## src/rtl/vga_scan_out.sv

```systemverilog
`default_nettype none
// ============================================================================
// Module   : vga_scan_out
// Purpose  : Scan-out stage of the display plane. Pops 24-bit pixels from a
//            first-word-fall-through pixel FIFO and drives VGA timing (hsync,
//            vsync, blank) plus RGB. Owns the pixel-rate divider and the
//            horizontal/vertical counters. The screen stays blank until the
//            FIFO first reports full; any pop attempt on an empty FIFO during
//            active video sets a sticky underflow flag.
// Ports    : clk_i          system clock, rising edge
//            rst_ni         asynchronous reset, active low
//            fifo_empty_i   pixel FIFO empty
//            fifo_full_i    pixel FIFO full
//            fifo_dout_i    FIFO head word {R,G,B}, valid when !fifo_empty_i
//            fifo_rd_o      pop strobe, one clk wide (combinational)
//            hsync_o        horizontal sync, active low (registered)
//            vsync_o        vertical sync, active low (registered)
//            blank_o        high outside active video (registered)
//            vga_rgb_o      pixel to DAC, zero while blanked (registered)
//            frame_start_o  one-clk pulse at the first pixel of each frame
//            underflow_o    sticky underflow flag, cleared only by reset
// Revision : 1.0 - initial release
// ============================================================================
module vga_scan_out #(
  parameter int CLK_DIV  = 2,
  parameter int H_ACTIVE = 640,
  parameter int H_FP     = 16,
  parameter int H_SYNC   = 96,
  parameter int H_BP     = 48,
  parameter int V_ACTIVE = 480,
  parameter int V_FP     = 10,
  parameter int V_SYNC   = 2,
  parameter int V_BP     = 33
) (
  input  logic        clk_i,
  input  logic        rst_ni,
  input  logic        fifo_empty_i,
  input  logic        fifo_full_i,
  input  logic [23:0] fifo_dout_i,
  output logic        fifo_rd_o,
  output logic        hsync_o,
  output logic        vsync_o,
  output logic        blank_o,
  output logic [23:0] vga_rgb_o,
  output logic        frame_start_o,
  output logic        underflow_o
);

  localparam int H_TOTAL = H_ACTIVE + H_FP + H_SYNC + H_BP;
  localparam int V_TOTAL = V_ACTIVE + V_FP + V_SYNC + V_BP;
  localparam int HW      = $clog2(H_TOTAL);
  localparam int VW      = $clog2(V_TOTAL);
  // A divide-by-one still needs a one-bit counter that simply stays at zero.
  localparam int DIV_W   = (CLK_DIV > 1) ? $clog2(CLK_DIV) : 1;

  localparam logic [DIV_W-1:0] DIV_LAST = DIV_W'(CLK_DIV - 1);
  localparam logic [HW-1:0]    H_LAST   = HW'(H_TOTAL - 1);
  localparam logic [VW-1:0]    V_LAST   = VW'(V_TOTAL - 1);

  // Window bounds kept 32 bits wide: the sync end can equal TOTAL when the
  // back porch is zero, which would not fit in the counter width.
  localparam logic [31:0] H_ACT_END = 32'(H_ACTIVE);
  localparam logic [31:0] V_ACT_END = 32'(V_ACTIVE);
  localparam logic [31:0] HS_START  = 32'(H_ACTIVE + H_FP);
  localparam logic [31:0] HS_END    = 32'(H_ACTIVE + H_FP + H_SYNC);
  localparam logic [31:0] VS_START  = 32'(V_ACTIVE + V_FP);
  localparam logic [31:0] VS_END    = 32'(V_ACTIVE + V_FP + V_SYNC);

  typedef enum logic [0:0] {
    WAIT_FILL = 1'b0,
    RUN       = 1'b1
  } state_e;

  state_e           state_q;
  logic [DIV_W-1:0] div_cnt_q, div_cnt_d;
  logic [HW-1:0]    h_cnt_q, h_cnt_d;
  logic [VW-1:0]    v_cnt_q, v_cnt_d;

  logic             hsync_q, vsync_q, blank_q, frame_start_q, underflow_q;
  logic [23:0]      vga_rgb_q;

  logic             pix_tick;
  logic             active;
  logic             hs_win;
  logic             vs_win;
  logic [31:0]      h_ext;
  logic [31:0]      v_ext;

  assign h_ext    = 32'(h_cnt_q);
  assign v_ext    = 32'(v_cnt_q);

  assign pix_tick = (state_q == RUN) && (div_cnt_q == '0);
  assign active   = (h_ext < H_ACT_END) && (v_ext < V_ACT_END);
  assign hs_win   = (h_ext >= HS_START) && (h_ext < HS_END);
  assign vs_win   = (v_ext >= VS_START) && (v_ext < VS_END);

  // The pop lands on the same edge that captures the head word into vga_rgb.
  assign fifo_rd_o = pix_tick && active && !fifo_empty_i;

  // Divider and raster counters; all frozen at zero while waiting for fill.
  always_comb begin
    div_cnt_d = div_cnt_q;
    h_cnt_d   = h_cnt_q;
    v_cnt_d   = v_cnt_q;
    if (state_q == RUN) begin
      div_cnt_d = (div_cnt_q == DIV_LAST) ? '0 : div_cnt_q + 1'b1;
    end
    if (pix_tick) begin
      if (h_cnt_q == H_LAST) begin
        h_cnt_d = '0;
        v_cnt_d = (v_cnt_q == V_LAST) ? '0 : v_cnt_q + 1'b1;
      end else begin
        h_cnt_d = h_cnt_q + 1'b1;
      end
    end
  end

  always_ff @(posedge clk_i or negedge rst_ni) begin
    if (!rst_ni) begin
      state_q       <= WAIT_FILL;
      div_cnt_q     <= '0;
      h_cnt_q       <= '0;
      v_cnt_q       <= '0;
      hsync_q       <= 1'b1;
      vsync_q       <= 1'b1;
      blank_q       <= 1'b1;
      vga_rgb_q     <= '0;
      frame_start_q <= 1'b0;
      underflow_q   <= 1'b0;
    end else begin
      div_cnt_q     <= div_cnt_d;
      h_cnt_q       <= h_cnt_d;
      v_cnt_q       <= v_cnt_d;
      frame_start_q <= 1'b0;

      case (state_q)
        WAIT_FILL: if (fifo_full_i) state_q <= RUN;
        RUN:       state_q <= RUN;
        default:   state_q <= WAIT_FILL;
      endcase

      if (pix_tick) begin
        hsync_q       <= !hs_win;
        vsync_q       <= !vs_win;
        frame_start_q <= (h_cnt_q == '0) && (v_cnt_q == '0);
        if (active) begin
          blank_q <= 1'b0;
          if (!fifo_empty_i) begin
            vga_rgb_q <= fifo_dout_i;
          end else begin
            // Starved pixel shows black; counters keep running so the
            // raster never needs resynchronising.
            vga_rgb_q   <= '0;
            underflow_q <= 1'b1;
          end
        end else begin
          blank_q   <= 1'b1;
          vga_rgb_q <= '0;
        end
      end
    end
  end

  assign hsync_o       = hsync_q;
  assign vsync_o       = vsync_q;
  assign blank_o       = blank_q;
  assign vga_rgb_o     = vga_rgb_q;
  assign frame_start_o = frame_start_q;
  assign underflow_o   = underflow_q;

endmodule
`default_nettype wire

```

## config.mk

```make
export PLATFORM = sky130hd
export DESIGN_NAME = vga_scan_out
export DESIGN_NICKNAME = d
export VERILOG_FILES = /design/src/rtl/vga_scan_out.sv
export SDC_FILE = /design/constraint.sdc
export NUM_CORES = 1
export LEC_CHECK = 0
export BUFFER_PORTS_ARGS = -buffer_cell sky130_fd_sc_hd__buf_2
export CORE_UTILIZATION = 35
export CTS_CLUSTER_DIAMETER = 30
export DETAILED_ROUTE_END_ITERATION = 8
export GPL_ROUTABILITY_DRIVEN = 0
export PLACE_DENSITY = 0.58
export SLEW_MARGIN = 20
export SYNTH_ARGS = -nofsm -noshare
export SYNTH_HDL_FRONTEND = slang
export SYNTH_SLANG_ARGS = --single-unit
```

## constraint.sdc

```tcl
create_clock -name clk_i -period 1.9 [get_ports clk_i]
set_input_delay 0.19 -clock clk_i [delete_from_list [all_inputs] [get_ports clk_i]]
set_output_delay 0.19 -clock clk_i [all_outputs]
set_load 0.01 [all_outputs]
```

; Yosys cells after proc, flatten, opt, wreduce, memory -nomap -nowiden
; Index checks and enable logic that the tools add are counted.
; Widths: inputs -> output; s select.
[classes]
mux = 9
div_mod_pow = 0
magnitude_cmp = 6
n_shift = 0
n_bitwise = 2
add_sub_neg = 3
multipliers = 0
eq_ne = 2
n_reduce_logical = 14
[ops]
columns = operator, count
row1 = $mux 24, 2
row2 = $add 10x1->10 const B, 2
row3 = $eq 10x10->1 const B, 2
row4 = $logic_not 10->1, 2
row5 = $lt 10x10->1 const B, 2
row6 = $lt 10x9->1 const B, 2
row7 = $mux 10, 2
row8 = $ge 10x10->1 const B, 1
row9 = $ge 10x9->1 const B, 1
row10 = $logic_and 1x1->1, 7
row11 = $mux 1, 4
row12 = $logic_not 1->1, 3
row13 = $reduce_and 3->1, 1
row14 = $not 1->1, 2
row15 = $pmux 1 s2, 1
row16 = $reduce_and 2->1, 1
row17 = $add 1x1->1 const B, 1
[word_totals]
input_bits = 28
ff_bits = 51
output_inout_bits = 30
elab_cells = 46
rom_bits = 0
mem_bits_rw = 0
latch_bits = 0
n_memories = 0

; Logic depth before layout (Yosys ltp)
; Gate-level depths: netlist of run 1.
[depth]
ltp_word = 4
mapped_depth = 6
ltp_nobuf = 6

; Worst setup path after synthesis of run 1
; Ideal clock, no wire load.
[synth_path]
kind = register -> register
from = register h_cnt_q[0]
to = register v_cnt_q[9]
setup_slack_ns = 0.322
setup_time_ns = 0.077
required_time_ns = 1.823
t_arrival_ns = 1.501
path_stages_with_launch = 6
cell_sequence = dfrtp_1 > ha_1 > and3_2 > nand4_4 > or4_1 > a21oi_1
[synth_between]
elab_chain_cells = 2
[synth_lines]
columns = element, line_no
row1 = from (decl), 76  ; logic [HW-1:0] h_cnt_q, h_cnt_d;
row2 = from (signal assigned), 132  ; h_cnt_q <= h_cnt_d;
row3 = $eq 10x10->1, 109  ; if (h_cnt_q == H_LAST) begin
row4 = $reduce_and 2->1 (no source line), n/a
row5 = to (signal assigned), 133  ; v_cnt_q <= v_cnt_d;
row6 = to (decl), 77  ; logic [VW-1:0] v_cnt_q, v_cnt_d;
; No other way between the ends.
; A chain may end at the register's enable or synchronous reset.

; Worst setup path after layout of run 1
[layout_path]
from = register v_cnt_q[9]
to = output port fifo_rd_o
[layout_between]
elab_chain_cells = 4
[layout_lines]
columns = element, line_no
row1 = $lt 10x9->1, 93  ; assign active = (h_ext < H_ACT_END) && (v_ext < V_ACT_END);
row2 = $logic_and 1x1->1, 93
row3 = $logic_and 1x1->1 (2 in a row), 98  ; assign fifo_rd_o = pix_tick && active && !fifo_empty_i;
row4 = to (decl), 40  ; output logic fifo_rd_o,
; No other way between the ends.

==> results of run 1 <==
## registers in the layout, indices dropped and copies added, names as in the netlist
signal and cells:
blank_o 1, div_cnt_q 1, frame_start_o 1, h_cnt_q 10, hsync_o 1, state_q 1, underflow_o 1, v_cnt_q 10
vga_rgb_o 24, vsync_o 1
## worst paths after layout
| kind | to | from | cells past startpoint |
|---|---|---|---|
| hold / removal | state_q$_DFF_PN0_ | fifo_full_i | 2 |
| setup reg to reg | v_cnt_q[9]$_DFFE_PN0P_ | h_cnt_q[0]$_DFFE_PN0P_ | 5 |
| setup / recovery | fifo_rd_o | v_cnt_q[9]$_DFFE_PN0P_ | 5 |
| hold reg to reg | underflow_o$_DFFE_PN0P_ | underflow_o$_DFFE_PN0P_ | 1 |
| max in group asynchronous | blank_o$_DFFE_PN1P_ | rst_ni | 3 |
| min in group asynchronous | v_cnt_q[1]$_DFFE_PN0P_ | rst_ni | 2 |
## through the flow
stage                     hold slack (ps)  TNS (ps)  total power, mW
after floorplan                      -106         0             1.83
after global placement                164         0             2.12
after detailed placement              165         0             2.12
after CTS                            58.1         0             2.91
after global routing                 53.6     -12.6             3.06
final                                69.3         0             2.87
## cell type report
type | count | area [sq um]
inverters | 6 | 22.5
clock inverters | 3 | 47.5
well taps | 75 | 93.8
repair buffers | 67 | 388
multi-input cells | 130 | 921
clock buffers | 5 | 68.8
flip-flops and latches | 51 | 1280
fillers | 580 | 3240
## layer usage
layer | GRT usage, % | wire [microns] | part of all wire, %
met1 | 21.4 | 2270 | 48
met2 | 21.9 | 2210 | 47
met3 | 3.56 | 143 | 3.0
met4 | 7.19 | 92 | 2.0
met5 | 0 | 0 | 0
## critical path: stages, from the launching register on
cell,delay [ps]
dfrtp_2,480
nor3b_4,240
nand3_2,110
nor2_2,140
buf_12,180
buf_2,150
## power by group through the flow
stage	sequential, mW	clock (mW)	combinational (mW)
6_report	1.40	0.771	0.695
5_1_grt	1.44	0.845	0.777
4_1_cts	1.40	0.802	0.703
3_5_place_dp	1.42	0	0.698
3_3_place_gp	1.42	0	0.693
2_1_floorplan	1.46	0	0.377
## cells by family (layout without fill, tap and decap cells)
| kind of cell | after synthesis | in the layout | synth area share (%) |
|---|---|---|---|
| adders and majority gates | 4 | 4 | 2.23 |
| DFF | 51 | 51 | 57.1 |
| xor gates and xnor gates | 12 | 12 | 4.69 |
| buffers and inverters | 13 | 81 | 2.73 |
| AOI/OAI and AO/OA | 44 | 44 | 14.7 |
| and+or+nand+nor | 70 | 70 | 18.6 |
## repair_timing
action / in CTS / in global routing
setup endpoints to repair: 1 / 1
resized for setup: 2 / 5
pin swaps: 0 / 1
hold buffers: 1 / 0
setup buffers: 0 / 2
hold endpoints to repair: 16 / 0
## cells in the final DEF (no fill, tap or decap), types with 2 or more instances in the layout
master and instances:
clkbuf_8 5, xnor2_1 6, nor2_1 8, buf_2 57
xor2_1 6, dfrtp_1 46, a22o_1 24, or2_2 2
nor4_1 3, nand2_1 10, nand2b_1 3, nor2b_1 2
nand3_1 11, nor3_1 6, dfrtp_2 2, inv_1 6
ha_1 4, nand4_1 7, or3_1 2, a21oi_1 3
and2_1 2, buf_4 7, dfstp_2 3, o31ai_1 2
buf_12 2, o21ai_0 9, nor2_2 2
==> summary.txt, run 1 <==
Run status - complete, no violations
Synth async-reset ratio - 100%
EDFF count, synth - 0
Clock-pin slew on the worst setup and hold paths - 100 ps
Number of global-route vias before repair - 1555
Cell taking the most area after synthesis - dfrtp_1
Placed Area - 2660 sq um
Non-Filler Instances - 337
Clock root buffer - clkbuf_8
Die Y - 82.0 microns
Top Ports - 58
Initial antenna violation count - 0
Final setup vio count - 0
Std-Cell Core Area - 6060 sq um
Clock Power Share - 26.9%
H-tree levels - 2
Top cells by count, synth - dfrtp_1 (48), a22o_1 (24), nand3_1 (12)
Grt total ovfl - 0
Die X-Extent - 82.0 microns
Syn. warnings - 0
Final worst slack - 98.5 ps
Seq cells post-synth - 51
Worst EP arrival - 1610 ps
Final Util - 46.6%
Pins Over Slew Limit - 0
CTS max path bufs - 2
R2R Setup Slk - 210 ps
Worst Skew - 7.18 ps
Power per Cell Area - 1020 nW/um^2
Port bufs - 57
Ant. Diodes - 0
Crit path capture type - output port
GRT Total Usage - 15.2%
Setup slack at placement - 213 ps
Clock buffer count from CTS - 5
DRT Wirelength - 4720 microns
DP Cell Count - 326
Startpoint types - flop
Hold crit path type - in2reg
Final-stage net count - 293
Largest net degree at the start of global routing - 34
Most frequent cell after synthesis - dfrtp_1
Remaining DRCs - 0
Crit Path Max Fanout - 25
Final min period - 1800 ps
Share of cells above drive strength 1 - 34.4%
Final hold vios - 0
FP Rows - 28
Slew @ Worst Pin - 445 ps
Detailed-placement wirelength estimate - 3400 microns
Reg power frac - 48.9%
P_int - 1.99 mW
CTS Sinks - 51
Critical path class - reg2out
Via count - 1688
Mapped Avg Cell Area - 11.6 sq um
# Max-Cap Violations - 0
Relative slew margins - 70.4%
Sequential fraction of the synthesis area - 57.1%
Synth Instances - 194
Psw - 0.878 mW
DRT iter0 DRCs - 107
Top_reg_cell synth - dfrtp_1
Area of the die - 6730 sq um
Top cells by area, synth - dfrtp_1 (54%), a22o_1 (9.4%), dfstp_2 (3.5%)
Vias per std cell - 5.01
CTS tree - done
CP required - 1710 ps
Synth cell types - 41
First-pass GRT wire length - 7540 microns
Finished layout cell area - 2820 sq um
Wire per inst - 14.0 microns
Power share of the combinational group - 24.2%
Synthesized area - 2240 sq um
Area Growth Syn to Fin - 25.9%
Static leakage - 1.34 nW
Clk_lat worst skew - 310 ps
Top cell type's share of synthesized area - 53.6%
Fmax - 0.555 GHz
Switching Share - 30.6%
VDD IR max - 0.434 mV
Net Count, Synth - 226
Antenna-violating nets left - 0
Starting Density - 37.0%
Final period util - 94.8%
Initial DRT Pass Iterations - 4
(Power assumes the default switching activity.)
==> inputs of run 2 (changes only) <==
- CELL_PAD_IN_SITES_DETAIL_PLACEMENT: not set -> 0
- CELL_PAD_IN_SITES_GLOBAL_PLACEMENT: not set -> 1
- PLACE_DENSITY: 0.58 -> 0.7
==> summary.txt, run 2 (synthesized netlist as in run 1, its figures left out) <==
R2R Setup Slk - 150 ps (-60 ps)
Hold crit path type - in2reg
Area of the die - 6730 sq um (unchanged)
VDD IR max - 0.460 mV (+6.1%)
GRT Total Usage - 16.0% (+0.81 points)
CTS max path bufs - 2 (unchanged)
Startpoint types - flop
Std-Cell Core Area - 6060 sq um (unchanged)
Final setup vio count - 0 (unchanged)
CTS tree - done
Worst Skew - 8.73 ps (+1.54 ps)
Hold path cells - 2 (unchanged)
Detailed-placement wirelength estimate - 3590 microns (+5.7%)
DRT iter0 DRCs - 99 (-7.5%)
Sum Neg Setup Slack - 0 ps (unchanged)
# Max-Cap Violations - 0 (unchanged)
R2R Path End - v_cnt_q[9]$_DFFE_PN0P_
Clock-pin slew on the worst setup and hold paths - 100 ps (about the same)
Clk_lat worst skew - 300 ps (about the same)
Final period util - 95.6% (+0.82 points)
Initial antenna violation count - 0 (unchanged)
Worst reg2reg path depth - 5 (unchanged)
Top Ports - 58 (unchanged)
Setup slack at placement - 213 ps (+0.392 ps)
Most common cell after layout, fill and taps aside - buf_2
Crit path capture type - output port
Number of global-route vias before repair - 1594 (+2.5%)
Worst r2r src - h_cnt_q[7]$_DFFE_PN0P_
Critical path class - reg2out
Min-delay src - fifo_full_i
First-pass GRT wire length - 8000 microns (+6.1%)
Placed Area - 2680 sq um (+0.56%)
Vias per std cell - 5.13 (+2.4%)
Max reg flops - 24 (unchanged)
Pins Over Slew Limit - 0 (unchanged)
Ant. Diodes - 0 (unchanged)
Finished layout cell area - 2860 sq um (+1.2%)
Run status - complete, no violations
Final hold vios - 0 (unchanged)
Final worst slack - 83.0 ps (-15.5 ps)
Crit Path Max Fanout - 13 (-48%)
Worst Hold Endpoint - state_q$_DFF_PN0_
CP startpoint - h_cnt_q[8]$_DFFE_PN0P_
Relative slew margins - 64.8% (-5.6 points)
CTS Sinks - 51 (unchanged)
Via count - 1754 (+3.9%)
Final min period - 1820 ps (+15.5 ps)
Most frequent cells in the layout - buf_2 (57), dfrtp_1 (44), a22o_1 (24)
Slew @ Worst Pin - 529 ps (+84.0 ps)
Final-stage net count - 298 (+1.7%)
Antenna-violating nets left - 0 (unchanged)
Clock root buffer - clkbuf_8
Fmax - 0.550 GHz (-0.85%)
RSZ-0062 raised after global routing - no
Wire per inst - 15.0 microns (+7.4%)
FP Rows - 28 (unchanged)
Die X-Extent - 82.0 microns (unchanged)
DRT Wirelength - 5140 microns (+9.0%)
Static leakage - 1.36 nW (+1.6%)
Port bufs - 57 (unchanged)
CP required - 1710 ps (about the same)
Initial DRT Pass Iterations - 4 (unchanged)
Fillers - 607 (+4.7%)
Largest net degree at the start of global routing - 31 (-8.8%)
Starting Density - 37.0% (unchanged)
Area Growth Syn to Fin - 27.5%
Area of the multi-input gates - 916 sq um (-0.54%)
Power per Cell Area - 978 nW/um^2 (-3.8%)
Grt total ovfl - 0 (unchanged)
Clock buffer count from CTS - 5 (unchanged)
Remaining DRCs - 0 (unchanged)
H-tree levels - 2 (unchanged)
Register area - 1280 sq um (+0.19%)
Die Y - 82.0 microns (unchanged)
Worst EP arrival - 1630 ps (+20 ps)
Share of cells above drive strength 1 - 36.0% (+1.6 points)
-- run 2: where the power goes --
group          total, mW  switching [mW]  internal, mW
clock              0.666           0.393         0.274
sequential          1.41           0.137          1.27
combinational      0.722           0.384         0.338
-- run 2: area by class of cell --
cell class                      count  area share [%]
Tap cell                           75            3.28
Timing Repair Buffer               72            15.5
Clock inverter                      3            1.01
Inverter                            6           0.788
Sequential cell                    51            45.0
Multi-Input combinational cell    130            32.0
Clock buffer                        5            2.41
-- run 2: per-stage QoR --
step	power (mW)	instances	hold WS (ps)	util (%)
2_1_floorplan	1.83	194	-106	-
3_3_place_gp	2.12	328	208	44.1
3_5_place_dp	2.13	328	204	44.1
4_1_cts	2.80	338	58.7	46.2
5_1_grt	2.98	342	65.9	47.2
6_report	2.79	342	68.8	47.2
-- run 2: worst max-delay path by stage --
| stage | endpoint | slack [ps] |
|---|---|---|
| 2_1_floorplan | v_cnt_q[9]$_DFFE_PN0P_ | 320 |
| 3_3_place_gp | v_cnt_q[9]$_DFFE_PN0P_ | 250 |
| 6_report | fifo_rd_o | 80 |
| 4_1_cts | fifo_rd_o | 7 |
| 3_5_place_dp | v_cnt_q[9]$_DFFE_PN0P_ | 210 |
| 5_1_grt | fifo_rd_o | 20 |
-- run 2: timing repair --
| item | in CTS | in global routing |
|---|---|---|
| endpoints found under the setup margin | 1 | 1 |
| hold buffers | 1 | 0 |
| gates resized for setup | 3 | 4 |
| setup buffers | 1 | 3 |
| gates cloned | 0 | 1 |
| pin swaps | 0 | 2 |
| endpoints found under the hold margin | 19 | 0 |
-- run 2: metal layers --
layer | global-route usage (%) | routed length [microns] | up-vias
li1 | - | - | 855
met1 | 24.3 | 2520 | 852
met2 | 21.9 | 2340 | 43
met3 | 3.44 | 215 | 4
met4 | 5.96 | 60 | 0
met5 | 0 | 0 | -
-- run 2: worst max-delay path, stage by stage, from the launching register on --
cell and delay, ps:
dfrtp_2 430, o21ai_0 190, buf_4 170, nand3_2 100
nor2_4 160, buf_12 140, buf_2 130
